## src/rtl/video_stream_pkg.sv

```systemverilog
// Shared definitions for the video pixel requester: FIFO entry layout,
// requester state encoding and common raster sizes.
package video_stream_pkg;

  localparam int DEFAULT_DATA_WIDTH = 24;

  // Sideband bits sit directly above the pixel data in a FIFO entry
  localparam int SOF_OFS       = 0;
  localparam int EOL_OFS       = 1;
  localparam int EOF_OFS       = 2;
  localparam int SIDEBAND_BITS = 3;

  localparam int RES_800X600_COLS   = 800;
  localparam int RES_800X600_ROWS   = 600;
  localparam int RES_1280X1024_COLS = 1280;
  localparam int RES_1280X1024_ROWS = 1024;

  typedef enum logic {
    ST_IDLE = 1'b0,
    ST_RUN  = 1'b1
  } req_state_t;

  typedef struct packed {
    logic valid;
    logic sof;
    logic eol;
    logic eof;
  } side_t;

  function automatic int side_pos(input int data_width, input int ofs);
    return data_width + ofs;
  endfunction

endpackage

```

## src/rtl/video_pixel_requester_if.sv

```systemverilog
// AXI4-Stream video link carrying pixels from the requester to the HDMI path.
interface video_pixel_requester_if
  import video_stream_pkg::*;
#(
  parameter int DATA_WIDTH = DEFAULT_DATA_WIDTH
) ();

  logic [DATA_WIDTH-1:0] tdata;
  logic                  tvalid;
  logic                  tready;
  logic                  tuser;
  logic                  tlast;

  modport master (
    output tdata,
    output tvalid,
    output tuser,
    output tlast,
    input  tready
  );

  modport slave (
    input  tdata,
    input  tvalid,
    input  tuser,
    input  tlast,
    output tready
  );

endinterface

```

## src/rtl/video_pixel_fifo.sv

```systemverilog
// Synchronous FIFO with a registered head entry: a word pushed into an empty
// FIFO becomes visible on rdata one cycle later (no fall-through).
module video_pixel_fifo #(
  parameter int WIDTH = 27,
  parameter int DEPTH = 8
) (
  input  logic                       clk,
  input  logic                       rst,
  input  logic                       push,
  input  logic [WIDTH-1:0]           wdata,
  input  logic                       pop,
  output logic [WIDTH-1:0]           rdata,
  output logic [$clog2(DEPTH):0]     count,
  output logic                       full,
  output logic                       empty
);

  localparam int PTR_W = $clog2(DEPTH);
  localparam int CNT_W = PTR_W + 1;

  logic [WIDTH-1:0] mem_r [DEPTH];
  logic [PTR_W-1:0] wr_ptr_r, rd_ptr_r, rd_ptr_nxt_s;
  logic [CNT_W-1:0] count_r, count_nxt_s;
  logic [WIDTH-1:0] head_r, head_nxt_s;
  logic             do_push_s, do_pop_s;

  always_comb begin
    do_pop_s     = pop && (count_r != {CNT_W{1'b0}});
    do_push_s    = push && ((count_r != CNT_W'(DEPTH)) || do_pop_s);
    rd_ptr_nxt_s = do_pop_s ? (rd_ptr_r + PTR_W'(1)) : rd_ptr_r;
    case ({do_push_s, do_pop_s})
      2'b10:   count_nxt_s = count_r + CNT_W'(1);
      2'b01:   count_nxt_s = count_r - CNT_W'(1);
      default: count_nxt_s = count_r;
    endcase
    // The slot being written becomes the head only when nothing older remains
    if (count_nxt_s == {CNT_W{1'b0}}) begin
      head_nxt_s = {WIDTH{1'b0}};
    end else if (do_push_s && (wr_ptr_r == rd_ptr_nxt_s)) begin
      head_nxt_s = wdata;
    end else begin
      head_nxt_s = mem_r[rd_ptr_nxt_s];
    end
  end

  always_ff @(posedge clk) begin
    if (do_push_s) begin
      mem_r[wr_ptr_r] <= wdata;
    end
  end

  always_ff @(posedge clk) begin
    if (rst) begin
      wr_ptr_r <= {PTR_W{1'b0}};
      rd_ptr_r <= {PTR_W{1'b0}};
      count_r  <= {CNT_W{1'b0}};
      head_r   <= {WIDTH{1'b0}};
    end else begin
      if (do_push_s) begin
        wr_ptr_r <= wr_ptr_r + PTR_W'(1);
      end
      rd_ptr_r <= rd_ptr_nxt_s;
      count_r  <= count_nxt_s;
      head_r   <= head_nxt_s;
    end
  end

  always_comb begin
    rdata = head_r;
    count = count_r;
    full  = (count_r == CNT_W'(DEPTH));
    empty = (count_r == {CNT_W{1'b0}});
  end

endmodule

```

## src/rtl/video_pixel_requester.sv

```systemverilog
// Raster-walking pixel fetcher: issues credit-throttled fetches, tags each with
// SOF/EOL/EOF, and replays the returned pixels as an AXI4-Stream video master.
module video_pixel_requester #(
  parameter int DATA_WIDTH     = 24,
  parameter int ROW_ADDR_WIDTH = 10,
  parameter int COL_ADDR_WIDTH = 11,
  parameter int MAX_COL        = 1280,
  parameter int MAX_ROW        = 1024,
  parameter int READ_LATENCY   = 1,
  parameter int FIFO_DEPTH     = 8
) (
  input  logic                      clk,
  input  logic                      rst,
  input  logic                      enable,
  output logic                      next_pixel,
  output logic [ROW_ADDR_WIDTH-1:0] row_address,
  output logic [COL_ADDR_WIDTH-1:0] col_address,
  input  logic [DATA_WIDTH-1:0]     data_in,
  video_pixel_requester_if.master   m_axis,
  output logic                      frame_done
);

  import video_stream_pkg::*;

  localparam int ENTRY_W = DATA_WIDTH + SIDEBAND_BITS;
  localparam int CNT_W   = $clog2(FIFO_DEPTH) + 1;
  localparam int CRED_W  = CNT_W + 1;
  localparam int SOF_POS = side_pos(DATA_WIDTH, SOF_OFS);
  localparam int EOL_POS = side_pos(DATA_WIDTH, EOL_OFS);
  localparam int EOF_POS = side_pos(DATA_WIDTH, EOF_OFS);

  req_state_t                state_r, state_nxt_s;
  logic [ROW_ADDR_WIDTH-1:0] row_r;
  logic [COL_ADDR_WIDTH-1:0] col_r;
  logic                      last_col_s, last_row_s, frame_end_s, frame_start_s;
  logic                      issue_s;
  side_t                     pipe_r [READ_LATENCY];
  side_t                     side_in_s;
  logic [CRED_W-1:0]         inflight_s, credit_s;
  logic [CNT_W-1:0]          fifo_count_s;
  logic                      fifo_full_s, fifo_empty_s, fifo_push_s, fifo_pop_s;
  logic [ENTRY_W-1:0]        push_entry_s, head_s;

  always_comb begin
    last_col_s    = (col_r == COL_ADDR_WIDTH'(MAX_COL - 1));
    last_row_s    = (row_r == ROW_ADDR_WIDTH'(MAX_ROW - 1));
    frame_end_s   = last_col_s && last_row_s;
    frame_start_s = (row_r == {ROW_ADDR_WIDTH{1'b0}}) && (col_r == {COL_ADDR_WIDTH{1'b0}});
  end

  // A fetch is allowed only if every outstanding pixel already has a FIFO slot
  always_comb begin
    inflight_s = {CRED_W{1'b0}};
    for (int i = 0; i < READ_LATENCY; i++) begin
      inflight_s = inflight_s + CRED_W'(pipe_r[i].valid);
    end
    credit_s   = inflight_s + CRED_W'(fifo_count_s);
    issue_s    = (state_r == ST_RUN) && (credit_s < CRED_W'(FIFO_DEPTH)) && !fifo_full_s;
    next_pixel = issue_s;
  end

  always_comb begin
    state_nxt_s = state_r;
    case (state_r)
      ST_IDLE: begin
        if (enable) begin
          state_nxt_s = ST_RUN;
        end else begin
          state_nxt_s = ST_IDLE;
        end
      end
      ST_RUN: begin
        // enable only matters once the frame's final pixel is issued
        if (issue_s && frame_end_s && !enable) begin
          state_nxt_s = ST_IDLE;
        end else begin
          state_nxt_s = ST_RUN;
        end
      end
      default: state_nxt_s = ST_IDLE;
    endcase
  end

  always_ff @(posedge clk) begin
    if (rst) begin
      state_r <= ST_IDLE;
    end else begin
      state_r <= state_nxt_s;
    end
  end

  always_ff @(posedge clk) begin
    if (rst) begin
      row_r <= {ROW_ADDR_WIDTH{1'b0}};
      col_r <= {COL_ADDR_WIDTH{1'b0}};
    end else if (issue_s) begin
      if (last_col_s) begin
        col_r <= {COL_ADDR_WIDTH{1'b0}};
        if (last_row_s) begin
          row_r <= {ROW_ADDR_WIDTH{1'b0}};
        end else begin
          row_r <= row_r + ROW_ADDR_WIDTH'(1);
        end
      end else begin
        col_r <= col_r + COL_ADDR_WIDTH'(1);
      end
    end
  end

  always_comb begin
    row_address     = row_r;
    col_address     = col_r;
    side_in_s.valid = issue_s;
    side_in_s.sof   = frame_start_s;
    side_in_s.eol   = last_col_s;
    side_in_s.eof   = frame_end_s;
    fifo_push_s     = pipe_r[READ_LATENCY-1].valid;
    push_entry_s                   = {ENTRY_W{1'b0}};
    push_entry_s[DATA_WIDTH-1:0]   = data_in;
    push_entry_s[SOF_POS]          = pipe_r[READ_LATENCY-1].sof;
    push_entry_s[EOL_POS]          = pipe_r[READ_LATENCY-1].eol;
    push_entry_s[EOF_POS]          = pipe_r[READ_LATENCY-1].eof;
  end

  // Sideband tags travel with each fetch until data_in returns
  always_ff @(posedge clk) begin
    if (rst) begin
      for (int i = 0; i < READ_LATENCY; i++) begin
        pipe_r[i] <= '{valid: 1'b0, sof: 1'b0, eol: 1'b0, eof: 1'b0};
      end
    end else begin
      pipe_r[0] <= side_in_s;
      for (int i = 1; i < READ_LATENCY; i++) begin
        pipe_r[i] <= pipe_r[i-1];
      end
    end
  end

  video_pixel_fifo #(
    .WIDTH (ENTRY_W),
    .DEPTH (FIFO_DEPTH)
  ) u_fifo (
    .clk   (clk),
    .rst   (rst),
    .push  (fifo_push_s),
    .wdata (push_entry_s),
    .pop   (fifo_pop_s),
    .rdata (head_s),
    .count (fifo_count_s),
    .full  (fifo_full_s),
    .empty (fifo_empty_s)
  );

  always_comb begin
    fifo_pop_s    = !fifo_empty_s && m_axis.tready;
    m_axis.tvalid = !fifo_empty_s;
    m_axis.tdata  = head_s[DATA_WIDTH-1:0];
    m_axis.tuser  = head_s[SOF_POS];
    m_axis.tlast  = head_s[EOL_POS];
    frame_done    = fifo_pop_s && head_s[EOF_POS];
  end

endmodule

```

## src/flat_wrapper.sv

```systemverilog
// flat-port wrapper written by rule: the top's interface ports become plain ports
module video_pixel_requester_flat import video_stream_pkg::*;
#(
  parameter int DATA_WIDTH     = 24,
  parameter int ROW_ADDR_WIDTH = 10,
  parameter int COL_ADDR_WIDTH = 11,
  parameter int MAX_COL        = 1280,
  parameter int MAX_ROW        = 1024,
  parameter int READ_LATENCY   = 1,
  parameter int FIFO_DEPTH     = 8
)
  (clk, rst, enable, next_pixel, row_address, col_address, data_in, frame_done, m_axis_tdata, m_axis_tvalid, m_axis_tuser, m_axis_tlast, m_axis_tready);
  video_pixel_requester_if #(.DATA_WIDTH(DATA_WIDTH)) m_axis_i ();
  input  logic clk;
  input  logic rst;
  input  logic enable;
  output logic next_pixel;
  output logic [ROW_ADDR_WIDTH-1:0] row_address;
  output logic [COL_ADDR_WIDTH-1:0] col_address;
  input  logic [DATA_WIDTH-1:0] data_in;
  output logic frame_done;
  output wire logic [$bits(m_axis_i.tdata)-1:0] m_axis_tdata;
  output wire logic [$bits(m_axis_i.tvalid)-1:0] m_axis_tvalid;
  output wire logic [$bits(m_axis_i.tuser)-1:0] m_axis_tuser;
  output wire logic [$bits(m_axis_i.tlast)-1:0] m_axis_tlast;
  input wire logic [$bits(m_axis_i.tready)-1:0] m_axis_tready;
  assign m_axis_tdata = m_axis_i.tdata;
  assign m_axis_tvalid = m_axis_i.tvalid;
  assign m_axis_tuser = m_axis_i.tuser;
  assign m_axis_tlast = m_axis_i.tlast;
  assign m_axis_i.tready = m_axis_tready;
  video_pixel_requester #(.DATA_WIDTH(DATA_WIDTH), .ROW_ADDR_WIDTH(ROW_ADDR_WIDTH), .COL_ADDR_WIDTH(COL_ADDR_WIDTH), .MAX_COL(MAX_COL), .MAX_ROW(MAX_ROW), .READ_LATENCY(READ_LATENCY), .FIFO_DEPTH(FIFO_DEPTH)) u_core (.clk(clk), .rst(rst), .enable(enable), .next_pixel(next_pixel), .row_address(row_address), .col_address(col_address), .data_in(data_in), .m_axis(m_axis_i), .frame_done(frame_done));
endmodule
```

## config.mk

```make
export PLATFORM = sky130hd
export DESIGN_NAME = video_pixel_requester_flat
export DESIGN_NICKNAME = d
export VERILOG_FILES = /design/src/rtl/video_stream_pkg.sv /design/src/rtl/video_pixel_requester_if.sv /design/src/rtl/video_pixel_fifo.sv /design/src/rtl/video_pixel_requester.sv /design/src/flat_wrapper.sv
export SDC_FILE = /design/constraint.sdc
export NUM_CORES = 1
export LEC_CHECK = 0
export ABC_AREA = 1
export BUFFER_PORTS_ARGS = -buffer_cell sky130_fd_sc_hd__buf_2
export CORE_ASPECT_RATIO = 0.9
export CORE_UTILIZATION = 50
export CTS_CLUSTER_DIAMETER = 50
export DETAILED_ROUTE_END_ITERATION = 8
export PLACE_DENSITY_LB_ADDON = 0.2
export RECOVER_POWER = 100
export SYNTH_ARGS = -nofsm -noshare
export SYNTH_HDL_FRONTEND = slang
export SYNTH_SLANG_ARGS = --single-unit
```

## constraint.sdc

```tcl
create_clock -name clk -period 3.19 [get_ports clk]
set_clock_uncertainty 0.1 [all_clocks]
set_input_delay 0.1595 -clock clk [delete_from_list [all_inputs] [get_ports clk]]
set_output_delay 0.1595 -clock clk [all_outputs]
set_load 0.02 [all_outputs]
```

* After elaboration in Yosys (flattened, before gate mapping)
Memories as Yosys holds them, arrays and structs flattened. A register that Yosys moved wholly into a read port is not among the register bits.
Cells that the tools add are included.
** Storage, ports and cells
- Memory bits (writable) :: 220
- Logic and storage cells :: 59
- Register bits :: 32
- Memories kept :: 2
** Cells by class
- Equal/unequal tests :: 6
- Reductions and logical operators :: 22
- $lt $le $gt $ge :: 1
- Multiplexer cells :: 14
- Bitwise logic cells :: 1
- $add $sub $neg :: 7
** Memory list
- u_core.u_fifo.mem_r :: words 8, width 27, rd ports 1, clocked after Yosys merged registers in 1, write ports 1, RTL line video_pixel_fifo.sv:21 : logic [WIDTH-1:0] mem_r [DEPTH];
- u_core.pipe_r :: words 1, width 4, rd ports 1, clocked after Yosys merged registers in 0, write ports 1, RTL line video_pixel_requester.sv:37 : side_t pipe_r [READ_LATENCY];
** Operator list (number)
- $add A11 B1 Y11 const B :: 1
- $eq A11 B11 Y1 const B :: 1
- $logic_not A11 Y1 :: 1
- $mux W11 :: 1
- $add A10 B1 Y10 const B :: 1
- $eq A10 B10 Y1 const B :: 1
- $logic_and A1 B1 Y1 :: 10
- $logic_not A10 Y1 :: 1
- $mux W10 :: 1
- $logic_not A4 Y1 :: 2
- $mux W1 :: 8
- $pmux W4 S2 :: 1
- $add A3 B1 Y3 const B :: 2
- $add A1 B4 Y5 :: 1
- $lt A5 B4 Y1 const B :: 1
- $add A4 B1 Y4 const B :: 1
- $eq A4 B4 Y1 const B :: 1
- $mux W4 :: 1
- $ne A4 B4 Y1 const B :: 1
- $reduce_bool A4 Y1 :: 1
- $reduce_or A4 Y1 :: 1
- $sub A4 B1 Y4 const B :: 1
- $logic_not A1 Y1 :: 3
- $mux W3 :: 1
- other kinds (7) :: 7

* Longest topological paths before layout
- Word-level depth :: 10
- Gate-level depth with buffers :: 17
- Gate-level depth less buffers :: 16

* Hierarchy
Synthesis repeated with hierarchy kept, for this count alone.
** Unflattened totals
- Cells, all modules :: 1210
- Area total of the unflattened synthesis :: 12041.5 um^2
** Modules (own cells, without submodules)
- video_pixel_fifo :: cells each 1005, area an instance 10602.7 um^2, sequential area each 7226.9 um^2, instances 1
- video_pixel_requester :: cells each 205, area an instance 1438.9 um^2, sequential area each 520.5 um^2, instances 1

* Least setup slack after synthesis
Ideal clock, no wire load.
- Path type :: flip-flop to flip-flop
- From :: reg u_core.u_fifo.count_r[1] (netlist: u_core.u_fifo.count[1])
- To :: mem u_core.u_fifo.mem_r[0][0] (enable)
- Cell stages (with the launch flop) :: 7
- Period minus slack after synthesis :: 2.515 ns
- Library setup time :: 0.411 ns
- Path buffers :: 0
- Data arrival time :: 2.004 ns
- Data required time :: 2.679 ns
- Setup slack :: 0.675 ns
- Path through :: dfxtp_1 -> nor2_4 -> nand3_1 -> o21ai_2 -> inv_2 -> nand2_1 -> nor2_1
** Between the ends
- Word-level cells in the longest chain between the ends :: 8
- Elaborated cells on any way between the ends :: 10
** Ends and longest elaborated chain
- start, declared :: RTL line video_pixel_fifo.sv:23 : logic [CNT_W-1:0] count_r, count_nxt_s;
- start signal, assigned :: RTL line video_pixel_fifo.sv:56 : count_r <= {CNT_W{1'b0}};
- start signal, assigned :: RTL line video_pixel_fifo.sv:63 : count_r <= count_nxt_s;
- $logic_not A4 Y1 :: RTL line video_pixel_fifo.sv:72 : empty = (count_r == {CNT_W{1'b0}});
- $logic_not A1 Y1 :: RTL line video_pixel_requester.sv:155 : fifo_pop_s = !fifo_empty_s && m_axis.tready;
- $logic_and A1 B1 Y1 :: RTL line video_pixel_requester.sv:155
- $logic_and A1 B1 Y1 :: RTL line video_pixel_fifo.sv:28 : do_pop_s = pop && (count_r != {CNT_W{1'b0}});
- $logic_or A1 B1 Y1 (*) :: RTL line video_pixel_fifo.sv:29 : do_push_s = push && ((count_r != CNT_W'(DEPTH)) || do_pop_s);
- $logic_and A1 B1 Y1 (*) :: RTL line video_pixel_fifo.sv:29
- $mux W1 (*) :: RTL line video_pixel_fifo.sv:47 : if (do_push_s) begin
- $mux W1 (implied by the code) (*) :: RTL line video_pixel_fifo.sv:48 : mem_r[wr_ptr_r] <= wdata;
- end, declared :: RTL line video_pixel_fifo.sv:21
Every way passes the cells marked *; elsewhere a longest branch is shown, timed or not.

* Worst setup path after layout
- From :: reg u_core.u_fifo.count_r[2] (netlist: u_core.u_fifo.count[2])
- To :: mem u_core.u_fifo.mem_r[6][17] (enable)
The elaborated chain is that of the path after synthesis.

==> impl_results.md <==
- Gate power share: 40.9%
- Largest net degree at the start of global routing: 56
- Final hold viol count: 0
- Drc violations: 6
- Synth cell count leaders: 328 x nand2_1, 216 x edfxtp_1, 175 x nor2_1, 164 x nand3_1, 96 x inv_1
- RSZ-0062 raised after global routing: false
- Clock sinks: approximately 280
- PwrDens: 929.8 nW/um^2
- Post-synth top area cell: edfxtp_1
- Yosys reg bits: between 200 and 300
- Worst-case reg-to-reg path depth: 7
- Crit-path most repeated cell: inv_1
- Fmax: 0.3417 GHz
- CP startpoint: u_core.u_fifo.count[2]$_SDFF_PP0_
- Post-Syn Instances: about 1200
- Share of layout cells above drive strength 1: under 10%
- Initial DRC Count: 647
- Die ar.: approximately 25000 um^2
- Startpoint type of the worst setup path: flip-flop
- Final min period: ~2900 ps
- Die H: ~150 um
- WS Path Type: reg -> reg
- CTS tree: done
- Synth top area share: 53.31%
- Total Routing Usage GR: around 22%
- Crit-path leading delay family: simple AND/OR/NAND/NOR gates
- Core area: approximately 24000 um^2
- Initial antenna violation count: 0
- Failing checks: design-rule violations
- # IOs: between 70 and 80
- Main area contributors after synthesis: edfxtp_1 53%, dfxtp_1 10%, nand2_1 10%
- Fin Setup TNS: 0 ps
- Post-route design area: around 14000 um^2
- Clock share of power: between 20% and 30%
- CTS H-tree depth: 1
- Post-synth EDFFs: 216
- Worst-margin pin slew: roughly 1300 ps
- Worst Path Arrival: between 3000 and 4000 ps
- Worst path slowest cell: nor2_1
- Die width: between 150 and 200 um
- Reg-to-Reg Start: u_core.u_fifo.count[2]$_SDFF_PP0_
- Syn nets: around 1300
- Hold Startpoint: enable
- Type of destination of the critical path: flip-flop
- Synth cell types: 35
- Area added between synthesis and finish: 13.42%
- Starting Density: between 50% and 60%
- CP max FO: 16
- Vias in the first global route: 8171
- Avg Vias per Cell: approximately 5.2
- Peak supply drop: between 0.5 and 0.6 mV
- Nets@finish: approximately 1400
- Crit-path cells: inv_1, nand3_1, o21ai_2, inv_1, nand2_1, nor2_1, buf_4
- CP bufs+invs: 3
- Synth warnings: 0
- Num CTS Buffers: 31
- Placer Congestion: roughly 0.86
- Maxcap violations: 0
- Reg2reg end: u_core.u_fifo.mem_r[6][17]$_DFFE_PP_
- Hold path endpoint: u_core.state_r$_SDFF_PP0_
- Reg power frac: about 33%
- Worst-Skew Late Latency: 540 ps
- Post-synth ARST share: 0%
- Switch Pwr: 5.156 mW
- Max Slew Vio Count: 0
- Routed wire length: 27.57 mm
- Lkg Pwr: between 5 and 6 nW
- Critical Path Max Stage Delay: 1000 ps
- Status: finished with violations
- Top_reg_cell synth: edfxtp_1
- Hold Path Stages: 4
- Antenna diode count: 0
- Post-route ant nets: 0
- Setup bufs post-CTS: 0
- Via Count: between 8000 and 9000
- Mapped Area: about 12000 um^2
- Internal reg-to-reg setup slack: ~260 ps
- Root Driver: clkbuf_16
- Clock slew at reported path FFs: approximately 60 ps
- First-pass GRT wire length: 43.78 mm
- Drt first pass iters: 7
- Top-count cell post-synth: nand2_1
- Placed cell areas: 12760 um^2
- Switching share of power: 40.18%
- Period utilization: between 90% and 100%
- Avg Synthesized Cell Area: 9.766 um^2
- Wire per inst: 16.60 um
- Seq/Total Area, Yosys: between 60% and 70%
- Cell-internal power: between 7 and 8 mW
- Final setup vio count: 0
- Gr ovfl total: 0
- Worst EP required: 3300 ps
- Worst min path class: in -> reg
- Fillers: slightly above 2000
- Row count: 53
- DP Wirelength: between 15 and 20 mm
- CTS Buffer Depth: 3
- Relative slew slack: roughly an eighth
- Number of port buffers: 77
==> cells in the final DEF, fill, tap and decap left out, drive strengths merged, types with 21 or more instances in the layout <==
cell type,netlist,final
buf,68,21
dlygate4sd3,0,27
dfxtp,63,63
nand2,337,337
nor2,179,179
nand4,37,37
clkbuf,10,124
inv,100,101
nand3,166,166
edfxtp,216,216
==> registers in the layout (all words and copies together) (netlist names) <==
name	flops
u_core.u_fifo.wr_ptr_r	3
u_core.pipe_r	4
u_core.row_address	10
u_core.state_r	1
u_core.col_address	11
u_core.u_fifo.count	4
u_core.u_fifo.rdata	27
u_core.u_fifo.rd_ptr_r	3
u_core.u_fifo.mem_r	216
==> per-stage QoR <==
| stage | hold WS, ps | cells | total power, mW | utilization, % | worst slack (ps) |
|---|---|---|---|---|---|
| floorplan | 138.0 | 1246 | 8.347 | - | 675.4 |
| global placement | 281.9 | 1577 | 9.545 | 54.04 | 469.3 |
| detailed placement | 289.1 | 1577 | 9.634 | 54.04 | 381.2 |
| CTS | 256.2 | 1661 | 12.97 | 59.24 | 349.4 |
| global route | 269.4 | 1661 | 13.73 | 58.46 | 32.66 |
| finish | 268.0 | 1661 | 12.83 | 58.46 | 263.7 |
==> layer usage <==
layer	routed length, um	share of wire (%)	GRT usage (%)
met5	0	0	0
met4	344	1.2	5.093
met3	1620	5.9	3.094
met2	12910	47	37.33
met1	12690	46	31.34
==> cell families after synthesis <==
family / count (synthesis) / synth area share, %
buffers and inverters: 179 / 7.105
AOI/OAI and AO/OA: 29 / 1.244
xor gates and xnor gates: 8 / 0.5758
and+or+nand+nor: 742 / 26.48
DFF: 279 / 63.67
adders and majority gates: 9 / 0.9255
==> worst max path at each step <==
| stage | depth (start not counted) | slack [ps] | endpoint |
|---|---|---|---|
| 5_1_grt | 7 | 30 | u_core.u_fifo.mem_r[6][18]$_DFFE_PP_ |
| 3_5_place_dp | 16 | 380 | u_core.u_fifo.rdata[1]$_SDFF_PP0_ |
| 3_3_place_gp | 15 | 470 | u_core.u_fifo.rdata[15]$_SDFF_PP0_ |
| 6_report | 7 | 260 | u_core.u_fifo.mem_r[6][17]$_DFFE_PP_ |
| 4_1_cts | 16 | 350 | u_core.u_fifo.rdata[10]$_SDFF_PP0_ |
| 2_1_floorplan | 6 | 680 | u_core.u_fifo.mem_r[0][0]$_DFFE_PP_ |
==> power by group through the flow <==
stage | Clock (mW) | Combinational (mW) | Sequential (mW)
after floorplan | 0 | 4.02 | 4.33
after global placement | 0 | 5.20 | 4.35
after detailed placement | 0 | 5.28 | 4.35
after CTS | 3.37 | 5.33 | 4.28
after global routing | 3.52 | 5.91 | 4.30
final | 3.30 | 5.25 | 4.28
==> layout make-up <==
cell class	instances	area (um^2)	share of cell area (%)
clock buffer	38	832.0	6.029
tap	302	377.9	2.738
multi-input combinational	788	3556	25.77
clock inverter	19	123.9	0.8976
sequential	279	7747	56.14
inverter	101	379.1	2.747
timing repair buffer	134	784.5	5.685
==> timing repair <==
item,4_1_cts,5_1_grt
gates resized for setup,0,0
endpoints found under the hold margin,234,0
hold buffers,27,0
==> worst reg2reg max path: cells and delay by family (launching register included) <==
| kind | cells | cell delay, ps |
|---|---|---|
| and+or+nand+nor | 3 | 1260 |
| DFF | 1 | 430 |
| buffers and inverters | 3 | 690 |
| AOI/OAI and AO/OA | 1 | 100 |
Power figures use the tool's default switching activity.
